## src/rtl/vga_timing_gen.sv

```systemverilog
// vga_timing_gen: 640x480@60 raster timing gated by clock-wizard lock.
// Holds idle until the synchronized lock is seen, waits a settle interval,
// then free-runs the h/v counters. Losing lock drops straight back to idle.
module vga_timing_gen #(
  parameter int unsigned H_ACTIVE      = 640,
  parameter int unsigned H_FP          = 16,
  parameter int unsigned H_SYNC        = 96,
  parameter int unsigned H_BP          = 48,
  parameter int unsigned V_ACTIVE      = 480,
  parameter int unsigned V_FP          = 10,
  parameter int unsigned V_SYNC        = 2,
  parameter int unsigned V_BP          = 33,
  parameter logic        SYNC_POL      = 1'b0,
  parameter int unsigned SETTLE_CYCLES = 16
) (
  input  logic       Clk,
  input  logic       Reset,
  input  logic       Locked,
  output logic       Hsync,
  output logic       Vsync,
  output logic       De,
  output logic [9:0] X,
  output logic [9:0] Y,
  output logic       Frame_start,
  output logic       Running
);

  localparam int unsigned H_TOTAL      = H_ACTIVE + H_FP + H_SYNC + H_BP;
  localparam int unsigned V_TOTAL      = V_ACTIVE + V_FP + V_SYNC + V_BP;
  localparam int unsigned H_SYNC_START = H_ACTIVE + H_FP;
  localparam int unsigned H_SYNC_END   = H_SYNC_START + H_SYNC;
  localparam int unsigned V_SYNC_START = V_ACTIVE + V_FP;
  localparam int unsigned V_SYNC_END   = V_SYNC_START + V_SYNC;
  localparam int unsigned SCW          = (SETTLE_CYCLES > 1) ? $clog2(SETTLE_CYCLES) : 1;

  localparam logic [SCW-1:0] SETTLE_LAST = SCW'(SETTLE_CYCLES - 1);
  localparam logic [9:0]     H_LAST      = 10'(H_TOTAL - 1);
  localparam logic [9:0]     V_LAST      = 10'(V_TOTAL - 1);

  typedef enum logic [1:0] {
    WAIT_LOCK,
    SETTLE,
    RUN
  } state_t;

  state_t         state, state_n;
  logic [9:0]     h, h_n, v, v_n;
  logic [SCW-1:0] cnt, cnt_n;
  logic           locked_m, locked_s;

  logic           hs_n, vs_n, de_n, fs_n, run_n;
  logic [9:0]     x_n, y_n;

  // Two-flop synchronizer for the asynchronous lock status
  always_ff @(posedge Clk or negedge Reset) begin
    if (!Reset) begin
      locked_m <= 1'b0;
      locked_s <= 1'b0;
    end else begin
      locked_m <= Locked;
      locked_s <= locked_m;
    end
  end

  // State, settle counter and raster counters
  always_ff @(posedge Clk or negedge Reset) begin
    if (!Reset) begin
      state <= WAIT_LOCK;
      cnt   <= '0;
      h     <= '0;
      v     <= '0;
    end else begin
      state <= state_n;
      cnt   <= cnt_n;
      h     <= h_n;
      v     <= v_n;
    end
  end

  // Next-state logic; lock loss has priority over counting
  always_comb begin
    state_n = state;
    cnt_n   = cnt;
    h_n     = h;
    v_n     = v;
    case (state)
      WAIT_LOCK: begin
        if (locked_s) begin
          state_n = SETTLE;
          cnt_n   = '0;
        end
      end
      SETTLE: begin
        if (!locked_s) begin
          state_n = WAIT_LOCK;
        end else if (cnt == SETTLE_LAST) begin
          state_n = RUN;
          h_n     = '0;
          v_n     = '0;
        end else begin
          cnt_n = cnt + 1'b1;
        end
      end
      RUN: begin
        if (!locked_s) begin
          state_n = WAIT_LOCK;
        end else if (h == H_LAST) begin
          h_n = '0;
          v_n = (v == V_LAST) ? '0 : v + 1'b1;
        end else begin
          h_n = h + 1'b1;
        end
      end
      default: state_n = WAIT_LOCK;
    endcase
  end

  // Decode from the next-cycle position so registered outputs stay aligned with X/Y
  always_comb begin
    run_n = (state_n == RUN);
    x_n   = '0;
    y_n   = '0;
    de_n  = 1'b0;
    fs_n  = 1'b0;
    hs_n  = ~SYNC_POL;
    vs_n  = ~SYNC_POL;
    if (run_n) begin
      x_n  = h_n;
      y_n  = v_n;
      de_n = (h_n < 10'(H_ACTIVE)) && (v_n < 10'(V_ACTIVE));
      fs_n = (h_n == '0) && (v_n == '0);
      if ((h_n >= 10'(H_SYNC_START)) && (h_n < 10'(H_SYNC_END))) hs_n = SYNC_POL;
      if ((v_n >= 10'(V_SYNC_START)) && (v_n < 10'(V_SYNC_END))) vs_n = SYNC_POL;
    end
  end

  // Output registers, idle values on reset
  always_ff @(posedge Clk or negedge Reset) begin
    if (!Reset) begin
      Hsync       <= ~SYNC_POL;
      Vsync       <= ~SYNC_POL;
      De          <= 1'b0;
      X           <= '0;
      Y           <= '0;
      Frame_start <= 1'b0;
      Running     <= 1'b0;
    end else begin
      Hsync       <= hs_n;
      Vsync       <= vs_n;
      De          <= de_n;
      X           <= x_n;
      Y           <= y_n;
      Frame_start <= fs_n;
      Running     <= run_n;
    end
  end

endmodule

```

## config.mk

```make
export PLATFORM = sky130hd
export DESIGN_NAME = vga_timing_gen
export DESIGN_NICKNAME = d
export VERILOG_FILES = /design/src/rtl/vga_timing_gen.sv
export SDC_FILE = /design/constraint.sdc
export NUM_CORES = 1
export LEC_CHECK = 0
export ABC_AREA = 1
export CORE_UTILIZATION = 50
export CTS_BUF_LIST = sky130_fd_sc_hd__clkbuf_16
export DETAILED_ROUTE_END_ITERATION = 10
export GPL_TIMING_DRIVEN = 0
export PLACE_DENSITY = 0.74
export SETUP_SLACK_MARGIN = 0.2
export SYNTH_ARGS = -nofsm -noshare
export SYNTH_HDL_FRONTEND = slang
export SYNTH_SLANG_ARGS = --single-unit
```

## constraint.sdc

```tcl
create_clock -name Clk -period 2.53 [get_ports Clk]
set_input_delay 0.506 -clock Clk [delete_from_list [all_inputs] [get_ports Clk]]
set_output_delay 0.506 -clock Clk [all_outputs]
set_load 0.05 [all_outputs]
```

Yosys cells after proc, flatten, opt, wreduce, memory -nomap -nowiden

Cells that the tools add are included.

Bits in read-only memories: 0
Logic and storage cells: 68
RAM bits: 0
Latch bits: 0
Memories kept: 0
Output and inout bits: 25
Register bits: 53

Multiply operators: 0
Shift operators: 0
Equal/unequal tests: 9
Order comparisons: 6
Reductions and logical operators: 9
Multiplexer cells: 28
Divide/modulo/power cells: 0
Bitwise operators: 0
Add/subtract/negate cells: 3

Operators by type and width:

| cell                                                                                 | count |
|---|---|
| 10-bit 2-to-1 mux                                                                    | 11 |
| 10-bit case mux with 2 select lines                                                  | 2 |
| 10-bit by 1-bit adder with 10-bit output, second input constant                      | 2 |
| 10-bit equality test, second input constant                                          | 2 |
| 10-bit zero test                                                                     | 2 |
| 10-bit less-than comparator, second input constant                                   | 2 |
| 10-bit by 9-bit less-than comparator with 1-bit output, second input constant        | 2 |
| 4-bit 2-to-1 mux                                                                     | 3 |
| 10-bit greater-or-equal comparator, second input constant                            | 1 |
| 10-bit by 9-bit greater-or-equal comparator with 1-bit output, second input constant | 1 |
| 2-bit 2-to-1 mux                                                                     | 4 |
| 4-bit case mux with 2 select lines                                                   | 1 |
| 1-bit 2-to-1 mux                                                                     | 6 |
| 2-bit != test, second input constant                                                 | 3 |
| 2-bit case mux with 3 select lines                                                   | 1 |
| 4-bit by 1-bit adder with 4-bit output, second input constant                        | 1 |
| 2-bit equality test, second input constant                                           | 2 |
| 4-bit equality test, second input constant                                           | 1 |
| 1-bit logical AND                                                                    | 4 |
| 4-bit AND reduction                                                                  | 1 |
| 2-bit by 1-bit equality test with 1-bit output, second input constant                | 1 |
| 2-bit zero test                                                                      | 1 |
| 2-bit nonzero test                                                                   | 1 |

Longest topological paths before layout

Depth in word-level cells: 9
Depth in mapped cells: 14
Mapped depth without buffers: 14

Worst setup path before layout

No wires, ideal clock.

Kind: register to register
Start point: register state[0]
End point: register Frame_start
Stages on the path, launching flop included: 14
Path slack: 0.588 ns
Clock period less this slack: 1.942 ns
Data arrival time: 1.862 ns
Cell sequence: dfrtp_1 inv_1 ha_1 clkbuf_1 inv_1 a21oi_4 nand2_2 nand2_2 nand2_2 nor2_1 nand3_1 nor2_1 nand2_1 nor3_2

Longest elaborated chain between the ends: 5
Elaborated cells on any way between the ends: 15
Classes of those cells: eq/ne: 3; mux: 8; reduce/logical: 4

RTL lines:

| what                                                                                  | line | text |
|---|---|---|
| start: declaration                                                                    | 46   | `state_t state, state_n;` |
| start signal: assignment                                                              | 73   | `state <= state_n;` |
| 2-bit equality test or 2-bit by 1-bit equality test with 1-bit output (tied branches) | 86   | `case (state)` |
| 10-bit case mux with 2 select lines *                                                 | 86   |  |
| net v_n[1]                                                                            | 47   | `logic [9:0] h, h_n, v, v_n;` |
| 10-bit zero test *                                                                    | 131  | `fs_n = (h_n == '0) && (v_n == '0);` |
| 1-bit logical AND *                                                                   | 131  |  |
| 1-bit 2-to-1 mux *                                                                    | 127  | `if (run_n) begin` |
| net fs_n                                                                              | 51   | `logic hs_n, vs_n, de_n, fs_n, run_n;` |
| end signal: assignment                                                                | 153  | `Frame_start <= fs_n;` |
| end: declaration                                                                      | 24   | `output logic Frame_start,` |

Mark *: on every way through the listed nets, which the timed path passes. The rest lies on a longest branch.
A chain may end at the register's enable or synchronous reset.

Final worst setup path

Start point: register state[1]
End point: register Hsync

Elaborated cells on any way between the ends: 15
Classes of those cells: order compare: 2; eq/ne: 3; mux: 8; reduce/logical: 2

RTL lines:

| what                                 | line | text |
|---|---|---|
| 2-bit 2-to-1 mux                     | 96   | `end else if (cnt == SETTLE_LAST) begin` |
| 2-bit 2-to-1 mux                     | 94   | `if (!locked_s) begin` |
| 2-bit case mux with 3 select lines * | 86   |  |
| 2-bit equality test *                | 120  | `run_n = (state_n == RUN);` |
| net run_n                            | 51   |  |
| 1-bit 2-to-1 mux *                   | 127  |  |
| net hs_n                             | 51   |  |
| end signal: assignment               | 140  | `Hsync <= ~SYNC_POL;` |
| end signal: assignment               | 148  | `Hsync <= hs_n;` |
| end: declaration                     | 19   | `output logic Hsync,` |

Marked as above.

==> results_dict.tcl <==
set metrics [dict create \
    most_frequent_cp_cell "inv_1" \
    place_congestion 0.9209 \
    cts_tree "built" \
    detailedRoute.firstPassIterationCount 5 \
    seq_area_frac_synth_pct 45.66 \
    yosys_warn_count 0 \
    floorplan.die.width_um 78.29 \
    instances_no_fill 489 \
    antenna_cells 0 \
    design_power_total_w 0.002207 \
    outcome "completed" \
    crit_path_start_kind "flip-flop" \
    grt_first_pass_wirelength_um 11590 \
    hpwl_after_detailed_placement_um 5096 \
    reg2reg_to "Hsync" \
    worstPathArrival_ns 2.35 \
    synth_area_sq_mm 0.002910 \
    timing.hold.worst.class "in2async" \
    grt_max_degree 35 \
    num-nets-final 427 \
    clock_sinks 53 \
    slew_headroom_pct 65.12 \
    cts.root.buffer_cell "clkbuf_16" \
    dr_total_vias 2617 \
    areaGrowthSynthToFinish_pct 19.60 \
    synth_async_sr_flop_share_pct 100.0 \
    share_of_final_layout_standard_cells_stronger_than_drive_strength_1_pct 13.67 \
    maximum_frequency_from_static_timing_analysis_mhz 468.8 \
    drc_errors 0 \
    viasPerCell 5.352 \
    route.antenna.remaining_nets 0 \
    netlist_top_cells_area "dfrtp_1 (44%), nand2_1 (12%), nor2_1 (7.1%), inv_1 (6.4%), nand3_1 (5.3%)" \
    routed_wirelength_um 6987 \
    synth_most_common_cell "nand2_1" \
    cts_max_path_buffers 2 \
    finalMaxSlewViolations 0 \
    cp_data_required_time_ns 2.74 \
    critical_path.endpoint_type "flip-flop" \
    fp.dieArea_sq_mm 0.006129 \
    worst_setup_hold_path_clk_slew_ns 0.07 \
    worst-slew-pin-transition_ns 0.5215 \
    synth.top_cells.by_count "nand2_1 (94), nor2_1 (55), dfrtp_1 (51)" \
    multi_input_comb_area_sq_mm 0.001378 \
    final.setup_skew_ns 0.004568 \
    setup_tns_ns 0 \
    chipHeight_um 78.29 \
    placedInstanceArea_sq_mm 0.003286 \
    global_route.usage.total_pct 24.36 \
    placedCellCount 478 \
    final_design_area_no_fill_sq_mm 0.003481 \
    antenna_found_initial 0 \
    postSynthAreaPerCell_sq_um 7.699 \
    htree_num_levels 2 \
    worst_r2r_startpoint "state[1]" \
    critical_path_class "reg2reg" \
    crit_path_max_incr_delay_ns 0.43 \
    place.port_buffers 27 \
    min_period_over_period_pct 84.31 \
    cts_buffers 5 \
    seqCellArea_sq_mm 0.001330 \
    netlist_instances 378 \
    cpMaxStageDelayCell "dfrtp_1" \
    num-fill-cells 499 \
    cap_violations 0 \
    finalHoldViolations 0 \
    clk-insertion-delay-late_ns 0.29 \
    syn-num-nets 389 \
    critPathMaxFanout 10 \
    placementRows 27 \
    min_period_ns 2.133 \
    yosys_most_used_dff "dfrtp_1" \
    setup_viol_count_final 0 \
    grt_pass1_vias 2411 \
    initial_utilization_pct 52.21 \
    grt_remaining_overflow 0 \
    routedWlPerCell_um 14.29 \
    synth.ff_latch_count 53 \
    power.ir.vdd_worst_mv 0.4314 \
    boundary_pin_count 28 \
    worst_r2r_path_depth 10 \
    grt_setup_unrepaired "no" \
    core_area_sq_mm 0.005574 \
    cell_by_cell_trace_of_the_critical_path "inv_1, ha_2, inv_1, a31oi_1, nand2_1, nor2_4, inv_1, buf_2, a21oi_1, nand4_1" \
    dr.first_iter.drc_count 237 \
    leakage_nw 1.729 \
    worst-r2r-setup-slack_ns 0.40 \
    number_of_synthesized_flops_with_an_enable_pin 0 \
    p_per_area_mw_per_mm2 634.2 \
    yosysTopAreaCellShare_pct 43.85 \
    synth_top_cell_by_area "dfrtp_1" \
    synth.lib_cells_used.distinct 33 \
]
report_power, final:
part	switching (W)	total (W)	internal (W)
combinational	0.000374	0.000559	0.000185
clock	0.000314	0.000683	0.000369
sequential	0.0000663	0.000966	0.000899
cell type report:
type / count / area share [%]
Tap cell: 72 / 2.588
Multi-Input combinational cell: 265 / 39.58
Sequential cell: 53 / 38.21
Buffer: 5 / 0.7549
Timing Repair Buffer: 30 / 8.627
Clock inverter: 3 / 0.6111
Clock buffer: 5 / 3.595
Inverter: 56 / 6.039
worst max-delay path, delay by kind of cell (launching register included):
kind	cells	cell delay [ns]
compound gates	2	0.37
buf+inv	4	0.54
fa+ha+maj	1	0.29
simple gates	3	0.43
flops	1	0.43
metrics by stage:
step	utilization [%]	hold WS [ns]	worst slack, ns
2_1_floorplan	-	0.2104	0.5876
6_report	62.45	0.1610	0.3971
3_5_place_dp	58.95	0.3365	0.1964
3_3_place_gp	58.68	0.3326	-0.5442
4_1_cts	62.00	0.1744	0.2120
5_1_grt	62.45	0.2025	0.1897
cells by family (layout without fill, tap and decap cells):
family / count (synthesis) / in the layout / synth area share, %
DFF: 53 / 53 / 45.66
AOI/OAI and AO/OA: 40 / 41 / 8.556
and+or+nand+nor: 212 / 212 / 33.06
buffers and inverters: 61 / 99 / 8.083
xor gates and xnor gates: 4 / 4 / 1.204
adders and majority gates: 8 / 8 / 3.440
worst max path at each step:
stage             start          end  slack, ns  cells after the start
2_1_floorplan  state[0]  Frame_start       0.59                     13
3_3_place_gp      Reset         v[8]      -0.54                      1
3_5_place_dp   state[0]  Frame_start       0.20                     13
4_1_cts        state[0]  Frame_start       0.21                     13
5_1_grt          cnt[0]  Frame_start       0.19                     11
6_report       state[1]        Hsync       0.40                     10
state kept, by name (all words and copies together) (netlist names):
name         count
h               10
Frame_start      1
locked_m         1
De               1
X               10
cnt              4
locked_s         1
state            2
Vsync            1
v               10
Running          1
Y               10
Hsync            1
layer usage:
metal | part of all wire, % | track usage [%]
met5 | 0 | 0
met1 | 45 | 33.71
met2 | 48 | 39.12
met3 | 6.0 | 4.419
met4 | 1.3 | 7.037
layout by cell type (no fill, tap or decap), types with 2 or more instances in the layout:
cell type        instances
buf_2                    3
a21oi_2                  3
dfstp_2                  2
inv_2                    6
nor2_2                   3
xor2_1                   3
ha_1                     6
clkdlybuf4s50_1         26
ha_2                     2
clkbuf_16                5
o21ai_0                 10
dfrtp_1                 50
clkinv_1                 2
nor2_4                   4
a21oi_4                  2
nor2_1                  55
a21oi_1                 15
nand3_2                  4
nand3_1                 30
nand2_2                 11
o21ai_1                  2
a31oi_1                  4
buf_4                    3
inv_1                   49
nand4_1                 11
nand2_1                 91
what timing repair did:
action	CTS	global route
gates cloned	1	0
endpoints found under the setup margin	1	14
buffers inserted	2	0
hold buffers	0	0
resized for setup	0	12
Note: power is estimated with default switching activity, not from simulation.
